==> config.mk <==
export PLATFORM = sky130hd
export DESIGN_NAME = pc_predict_unit
export DESIGN_NICKNAME = d
export VERILOG_FILES = /design/src/rtl/pc_predict_unit.sv
export SDC_FILE = /design/constraint.sdc
export NUM_CORES = 2
export LEC_CHECK = 0
export BUFFER_PORTS_ARGS = -buffer_cell sky130_fd_sc_hd__buf_2
export CAP_MARGIN = 20
export CORE_ASPECT_RATIO = 2
export CORE_MARGIN = 8
export CORE_UTILIZATION = 40
export CTS_BUF_LIST = sky130_fd_sc_hd__clkbuf_2 sky130_fd_sc_hd__clkbuf_4 sky130_fd_sc_hd__clkbuf_8
export CTS_CLUSTER_DIAMETER = 50
export DETAILED_ROUTE_END_ITERATION = 8
export PLACE_DENSITY_LB_ADDON = 0.3
export SETUP_SLACK_MARGIN = 0.15
export SLEW_MARGIN = 20
export SYNTH_ARGS = -nofsm -noshare
export SYNTH_HDL_FRONTEND = slang
export SYNTH_SLANG_ARGS = --single-unit
export TNS_END_PERCENT = 20
==> constraint.sdc <==
create_clock -name CLK -period 10.6 [get_ports CLK]
set_input_delay 1.06 -clock CLK [delete_from_list [all_inputs] [get_ports CLK]]
set_output_delay 1.06 -clock CLK [all_outputs]
set_load 0.01 [all_outputs]
==> src/rtl/pc_predict_unit.sv <==
// Fetch PC generator with a direct-mapped BTB and per-entry saturating direction
// counters; redirects on predicted-taken hits and recovers on MEM-stage mispredicts.
module pc_predict_unit #(
  parameter int                WORD_W   = 32,
  parameter logic [WORD_W-1:0] PC_INIT  = '0,
  parameter int                ENTRIES  = 16,
  parameter int                CTR_BITS = 2
) (
  input  logic              CLK,
  input  logic              nRST,
  input  logic              pcen,
  output logic [WORD_W-1:0] cpc,
  output logic              pred_taken,
  output logic [WORD_W-1:0] pred_target,
  input  logic              res_valid,
  input  logic [WORD_W-1:0] res_pc,
  input  logic              res_is_branch,
  input  logic              res_taken,
  input  logic [WORD_W-1:0] res_target,
  input  logic              res_pred_taken,
  input  logic [WORD_W-1:0] res_pred_target,
  output logic              flush,
  output logic [31:0]       branch_count,
  output logic [31:0]       mispredict_count
);

  localparam int IDX_W = $clog2(ENTRIES);
  localparam int TAG_W = WORD_W - IDX_W - 2;

  localparam logic [CTR_BITS-1:0] CTR_MAX = '1;
  localparam logic [CTR_BITS-1:0] CTR_WT  = CTR_BITS'(1 << (CTR_BITS - 1));
  localparam logic [CTR_BITS-1:0] CTR_WNT = CTR_WT - CTR_BITS'(1);

  localparam logic [WORD_W-1:0] PC_STEP = WORD_W'(4);

  function automatic logic [CTR_BITS-1:0] ctr_inc(input logic [CTR_BITS-1:0] c);
    return (c == CTR_MAX) ? c : c + CTR_BITS'(1);
  endfunction

  function automatic logic [CTR_BITS-1:0] ctr_dec(input logic [CTR_BITS-1:0] c);
    return (c == '0) ? c : c - CTR_BITS'(1);
  endfunction

  function automatic logic [31:0] cnt_sat_inc(input logic [31:0] c);
    return (c == 32'hFFFF_FFFF) ? c : c + 32'd1;
  endfunction

  // BTB storage: valid and counters are control state, tag/target are plain data
  logic                valid_q [ENTRIES];
  logic [CTR_BITS-1:0] ctr_q   [ENTRIES];
  logic [TAG_W-1:0]    tag_q   [ENTRIES];
  logic [WORD_W-1:0]   tgt_q   [ENTRIES];

  logic [WORD_W-1:0] cpc_q, cpc_d;
  logic [31:0]       branch_cnt_q, branch_cnt_d;
  logic [31:0]       mispred_cnt_q, mispred_cnt_d;

  logic [IDX_W-1:0] f_idx;
  logic [TAG_W-1:0] f_tag;
  logic             f_hit;

  logic [IDX_W-1:0] r_idx;
  logic [TAG_W-1:0] r_tag;
  logic             r_hit;
  logic             mispredict;

  logic                upd_ctrl;
  logic                upd_data;
  logic [CTR_BITS-1:0] upd_ctr;

  // ---- fetch-side lookup (combinational on the current PC)
  assign f_idx = cpc_q[IDX_W+1:2];
  assign f_tag = cpc_q[WORD_W-1:IDX_W+2];
  assign f_hit = valid_q[f_idx] && (tag_q[f_idx] == f_tag);

  assign pred_taken  = f_hit && ctr_q[f_idx][CTR_BITS-1];
  assign pred_target = f_hit ? tgt_q[f_idx] : '0;

  // ---- resolution-side lookup and misprediction detect
  assign r_idx = res_pc[IDX_W+1:2];
  assign r_tag = res_pc[WORD_W-1:IDX_W+2];
  assign r_hit = valid_q[r_idx] && (tag_q[r_idx] == r_tag);

  assign mispredict = res_valid &&
                      ((res_taken != res_pred_taken) ||
                       (res_taken && (res_target != res_pred_target)));
  assign flush = mispredict;

  // Recovery outranks the hazard-unit stall so a flushed pipe never refetches stale PCs
  always_comb begin
    cpc_d = cpc_q;
    if (mispredict) begin
      cpc_d = res_taken ? res_target : res_pc + PC_STEP;
    end else if (pcen) begin
      cpc_d = pred_taken ? pred_target : cpc_q + PC_STEP;
    end
  end

  // Not-taken branches that miss never allocate; they would only evict useful entries
  always_comb begin
    upd_ctrl = 1'b0;
    upd_data = 1'b0;
    upd_ctr  = ctr_q[r_idx];
    if (res_valid) begin
      if (!res_is_branch) begin
        upd_ctrl = 1'b1;
        upd_data = 1'b1;
        upd_ctr  = CTR_MAX;
      end else if (res_taken) begin
        upd_ctrl = 1'b1;
        upd_data = 1'b1;
        upd_ctr  = r_hit ? ctr_inc(ctr_q[r_idx]) : CTR_WT;
      end else if (r_hit) begin
        upd_ctrl = 1'b1;
        upd_ctr  = ctr_dec(ctr_q[r_idx]);
      end
    end
  end

  always_comb begin
    branch_cnt_d  = res_valid  ? cnt_sat_inc(branch_cnt_q)  : branch_cnt_q;
    mispred_cnt_d = mispredict ? cnt_sat_inc(mispred_cnt_q) : mispred_cnt_q;
  end

  // ---- state update
  always_ff @(posedge CLK or negedge nRST) begin
    if (!nRST) begin
      cpc_q         <= PC_INIT;
      branch_cnt_q  <= '0;
      mispred_cnt_q <= '0;
      for (int i = 0; i < ENTRIES; i++) begin
        valid_q[i] <= 1'b0;
        ctr_q[i]   <= CTR_WNT;
      end
    end else begin
      cpc_q         <= cpc_d;
      branch_cnt_q  <= branch_cnt_d;
      mispred_cnt_q <= mispred_cnt_d;
      if (upd_ctrl) begin
        valid_q[r_idx] <= 1'b1;
        ctr_q[r_idx]   <= upd_ctr;
      end
    end
  end

  always_ff @(posedge CLK) begin
    if (upd_data) begin
      tag_q[r_idx] <= r_tag;
      tgt_q[r_idx] <= res_target;
    end
  end

  assign cpc              = cpc_q;
  assign branch_count     = branch_cnt_q;
  assign mispredict_count = mispred_cnt_q;

endmodule

==> results.txt <==
The worst clock skew was 0.0510 ns. The post-synthesis adder-cell area fraction was 0.199%; the highest cell delay on the worst timing path was 0.83 ns. The tools report the routability-driven placement congestion ratio as 0.992. After synthesis the cells add up to 0.0490 sq mm. In the final routed layout, each cell accounts on average for 35.5 microns.

In this run the worst path has a maximum fanout of 78. The die covers 0.135 sq mm. At the end of the flow, the number of nets in the layout was 3,151. After detailed routing, the total wire length is 167,000 microns. The number of antenna violations at the first check in global routing is 14, and the data arrival time of the critical path is 6.31 ns. Counting cells, the worst reg-to-reg path comes to 11. Clock tree root buffer cell: clkbuf_8.

The tool flagged a number of max-cap violations equal to 0. The path class of the tightest hold or removal check is in2async. Once the floorplan was initialized, standard cells occupied 40.3% of the core. When the netlist entered floorplanning its net count stood at 2,885. The register-to-register setup slack came out at 4.47 ns. The destination of the worst register-to-register timing path was cpc[3]. The detailed router finished its first iteration with 2,814 violations.

The flow ran to the end, and the final reports show no timing, DRC or antenna violations. Clock tree synthesis inserted a total of 156 buffers. The die outline height came out at 511 microns.

Entering global routing, the biggest net connects 115 pins. The top flip-flop cell by instance count after synthesis is edfxtp_1. I/O pin total: 233. The largest family of logic cells by synthesized area was multiplexers.

After the flow finishes, the layout carries non-filler instances totaling 4,723. Setup violations remaining at the end of the flow were counted as 0. Yosys mapped the design onto 72 distinct sky130hd cell types. The clock period could shrink to 7.37 ns.

The number of setup buffers added after CTS is 0. The logs give 0.90 ns for the clock latency of the later-clocked register in the worst-skew pair and 0 for the number of warnings issued by yosys. After clock tree synthesis, the repair step resized 0 gates. The via count of the first global-routing pass was 31.4k; the number of pins exceeding their max-slew limit in the final report was 0. In the synthesized netlist, mux cells make up 21.4% of the area.

Dividing the detail-routed via count by the number of cells gives 6.27. The worst setup path is launched from a register. The static leakage was 18.6 nW.

Of all flip-flops after synthesis, the portion carrying an async set or reset was 13.4%. Once placement completed, the tool counted placed cells totaling 4,437. During placement, the flow inserted port buffers numbering 232.

Counting flops and latches in the post-synthesis netlist gives 1,072. Ratio of cells with drive above 1 in the final layout: 33.0%. After floorplanning, the core was sized to cover 0.122 sq mm. The cell type with the highest occurrence count on the critical path is mux2i_1. Adding up every negative setup slack in the final design gives 0 ns. Synthesis produced a netlist whose cell count is 2,775.

For the residual antenna-violating net count after detailed routing, the log shows 0. The maximum clock frequency is 136 MHz. In this run the critical register-to-register path is launched from cpc[2]. After global routing the overflow that remains totals 0.

Cell type of the slowest stage on the worst timing path: dfrtp_4. The final critical path takes up 69.6% of the cycle. The run gives 181 as the number of standard-cell rows in the floorplan. The synthesized-area fraction occupied by and/or/nand/nor cells is 5.27%, and the fill cell instance count of the final layout is 10.4k. For this block, the via count after detailed routing is 29.6k. The number of failing hold endpoints at the final stage was 0.

The average cell area after synthesis works out to 17.7 sq um. From synthesis to final layout, the design area changed by 12.5%. Setup slack closes at 3.23 ns. The residual DRC count came out at 0.

Across the VDD grid, the largest voltage drop is 0.000132 V. Summed over all nets, the half-perimeter wirelength after detailed placement is 109,000 microns. The normalized max-slew margin was 13.1%; the die width was 264 microns.

The first-pass GRT wire length is 234,000 microns. The number of flops mapped to enable cells by yosys was 928; the number of iterations in the first detailed-routing pass was 6. In this run the deepest clock path goes through 3 buffers. TritonCTS built the clock tree. The share of the Yosys chip area taken by registers is 64.2%. Once layout is complete, the utilization of the core stands at 45.3%. The number of hold buffers added after CTS was 0.

After clock tree synthesis, the clock-pin slew on the worst setup and hold paths is 0.07 ns. In this run the number of H-tree levels came out at 4. The critical path goes through buf_12, mux4_2, mux2i_1, mux2i_1, o211ai_1, nor4_1, nand4_1, nor2_4, and2_1, buf_2. The ratio of total power to cell area works out to 185 mW/mm^2. The area share of xor/xnor cells in the synthesized design came out at 3.18%. For the pin with the worst max-slew slack, the measured transition is 1.29 ns. The synthesized netlist devotes 3.62% of its cell area to compound gates. The global router's overall resource usage was 24.5%. Timing analysis after detailed placement gives a worst setup slack of 3.96 ns. The worst setup path is captured at a primary output. At the worst endpoint, the required time is 9.54 ns. Setup repair after global routing left no endpoint under its margin.

For the number of clock sinks, the log shows 1,072. The setup path with the least slack is of type reg2out. Final-layout worst hold slack: 0.205 ns.
==> Yosys cell counts (32+ instances only) <==
library cell  instances  area (sq um)
edfxtp_1            928         27900
mux4_2              383          8630
mux2i_1             133          1330
dfrtp_1             128          3200
nand2_1             126           473
xnor2_1             118          1030
clkbuf_1             88           330
nor2_1               67           251
xor2_1               60           526
nand3_1              58           290
nand4_1              51           319
buf_2                49           245
mux2_2               49           552
and2_1               42           263
inv_1                35           131
o21ai_0              33           165
and3_1               32           200
==> where the power goes <==
part	switching (W)	total (W)	internal, W	leakage [nW]
sequential	0.000191	0.00494	0.00475	10.1
clock	0.00172	0.00350	0.00178	1.71
combinational	0.00102	0.00176	0.000746	6.77
total	0.00293	0.0102	0.00728	18.6
==> worst max path at each step <==
stage | startpoint | to | slack (ns) | cells past startpoint
after floorplan | res_pc[5] | tag_q[15][0] | 5.79 | 6
after global placement | cpc[5] | pred_target[30] | 3.95 | 11
after detailed placement | cpc[2] | pred_target[27] | 3.96 | 10
after CTS | cpc[2] | pred_target[27] | 2.98 | 10
after global routing | cpc[2] | pred_target[27] | 2.95 | 10
final | cpc[2] | pred_target[27] | 3.23 | 10
==> state kept, by name, indices dropped and copies added (netlist names) <==
name              count
branch_count         32
cpc                  32
ctr_q                32
mispredict_count     32
tag_q               416
tgt_q               512
valid_q              16
==> cells in the final DEF, fill, tap and decap left out, drive strengths merged, types with 12 or more instances in the layout <==
master and count:
nand2b 27, clkinv 57, nand2 126, a21oi 15, o21ai 33, and3 32
o211ai 21, dfstp 16, mux2 49, edfxtp 928, o221ai 22, nand3 58
buf 285, inv 43, o21bai 13, clkbuf 213, and2 42, nor2 67
nor4 13, and4 13, dfrtp 128, nand4 51, a22oi 12, xor2 60
mux2i 133, o22ai 21, mux4 383, nor3 20, a31oi 15, or3 17
or2 18, xnor2 118
==> cells by family (layout without fill, tap and decap cells) <==
family	after synthesis	count (layout)
mux	565	565
flops	1072	1072
compound gates	236	236
simple gates	498	498
fa+ha+maj	8	8
xor+xnor	178	178
other cells	0	5
buf+inv	218	606
==> per-stage QoR <==
step	total power [W]	instance area, sq um
after floorplan	0.00602	49000
after global placement	0.00674	51800
after detailed placement	0.00677	51800
after CTS	0.0103	55100
after global routing	0.0105	55100
final	0.0102	55100
==> worst max-delay path: cells and delay by family, from the launching register on <==
family,cells,cell delay [ns]
AO/OA/AOI/OAI,1,0.23
buffers and inverters,2,0.72
flip-flops,1,0.83
multiplexers,3,1.75
AND/OR/NAND/NOR,4,1.73
==> area by class of cell <==
class	count	area, sq um	area share, %
sequential	1072	31500	57.1
multi-input combinational	1485	16600	30.1
clock buffer	211	2630	4.77
tap	1555	1950	3.53
timing repair buffer	287	1640	2.97
clock inverter	69	646	1.17
inverter	39	153	0.277
antenna	5	12.5	0.0227
==> routing by layer <==
layer | global-route usage, % | wire length, microns | vias to the layer above
met5 | 0 | 45 | -
met3 | 5.53 | 12100 | 529
met4 | 19.6 | 16000 | 6
met2 | 41.8 | 83900 | 1683
li1 | - | - | 11900
met1 | 25.8 | 55500 | 15500
Power figures use the tool's default switching activity.
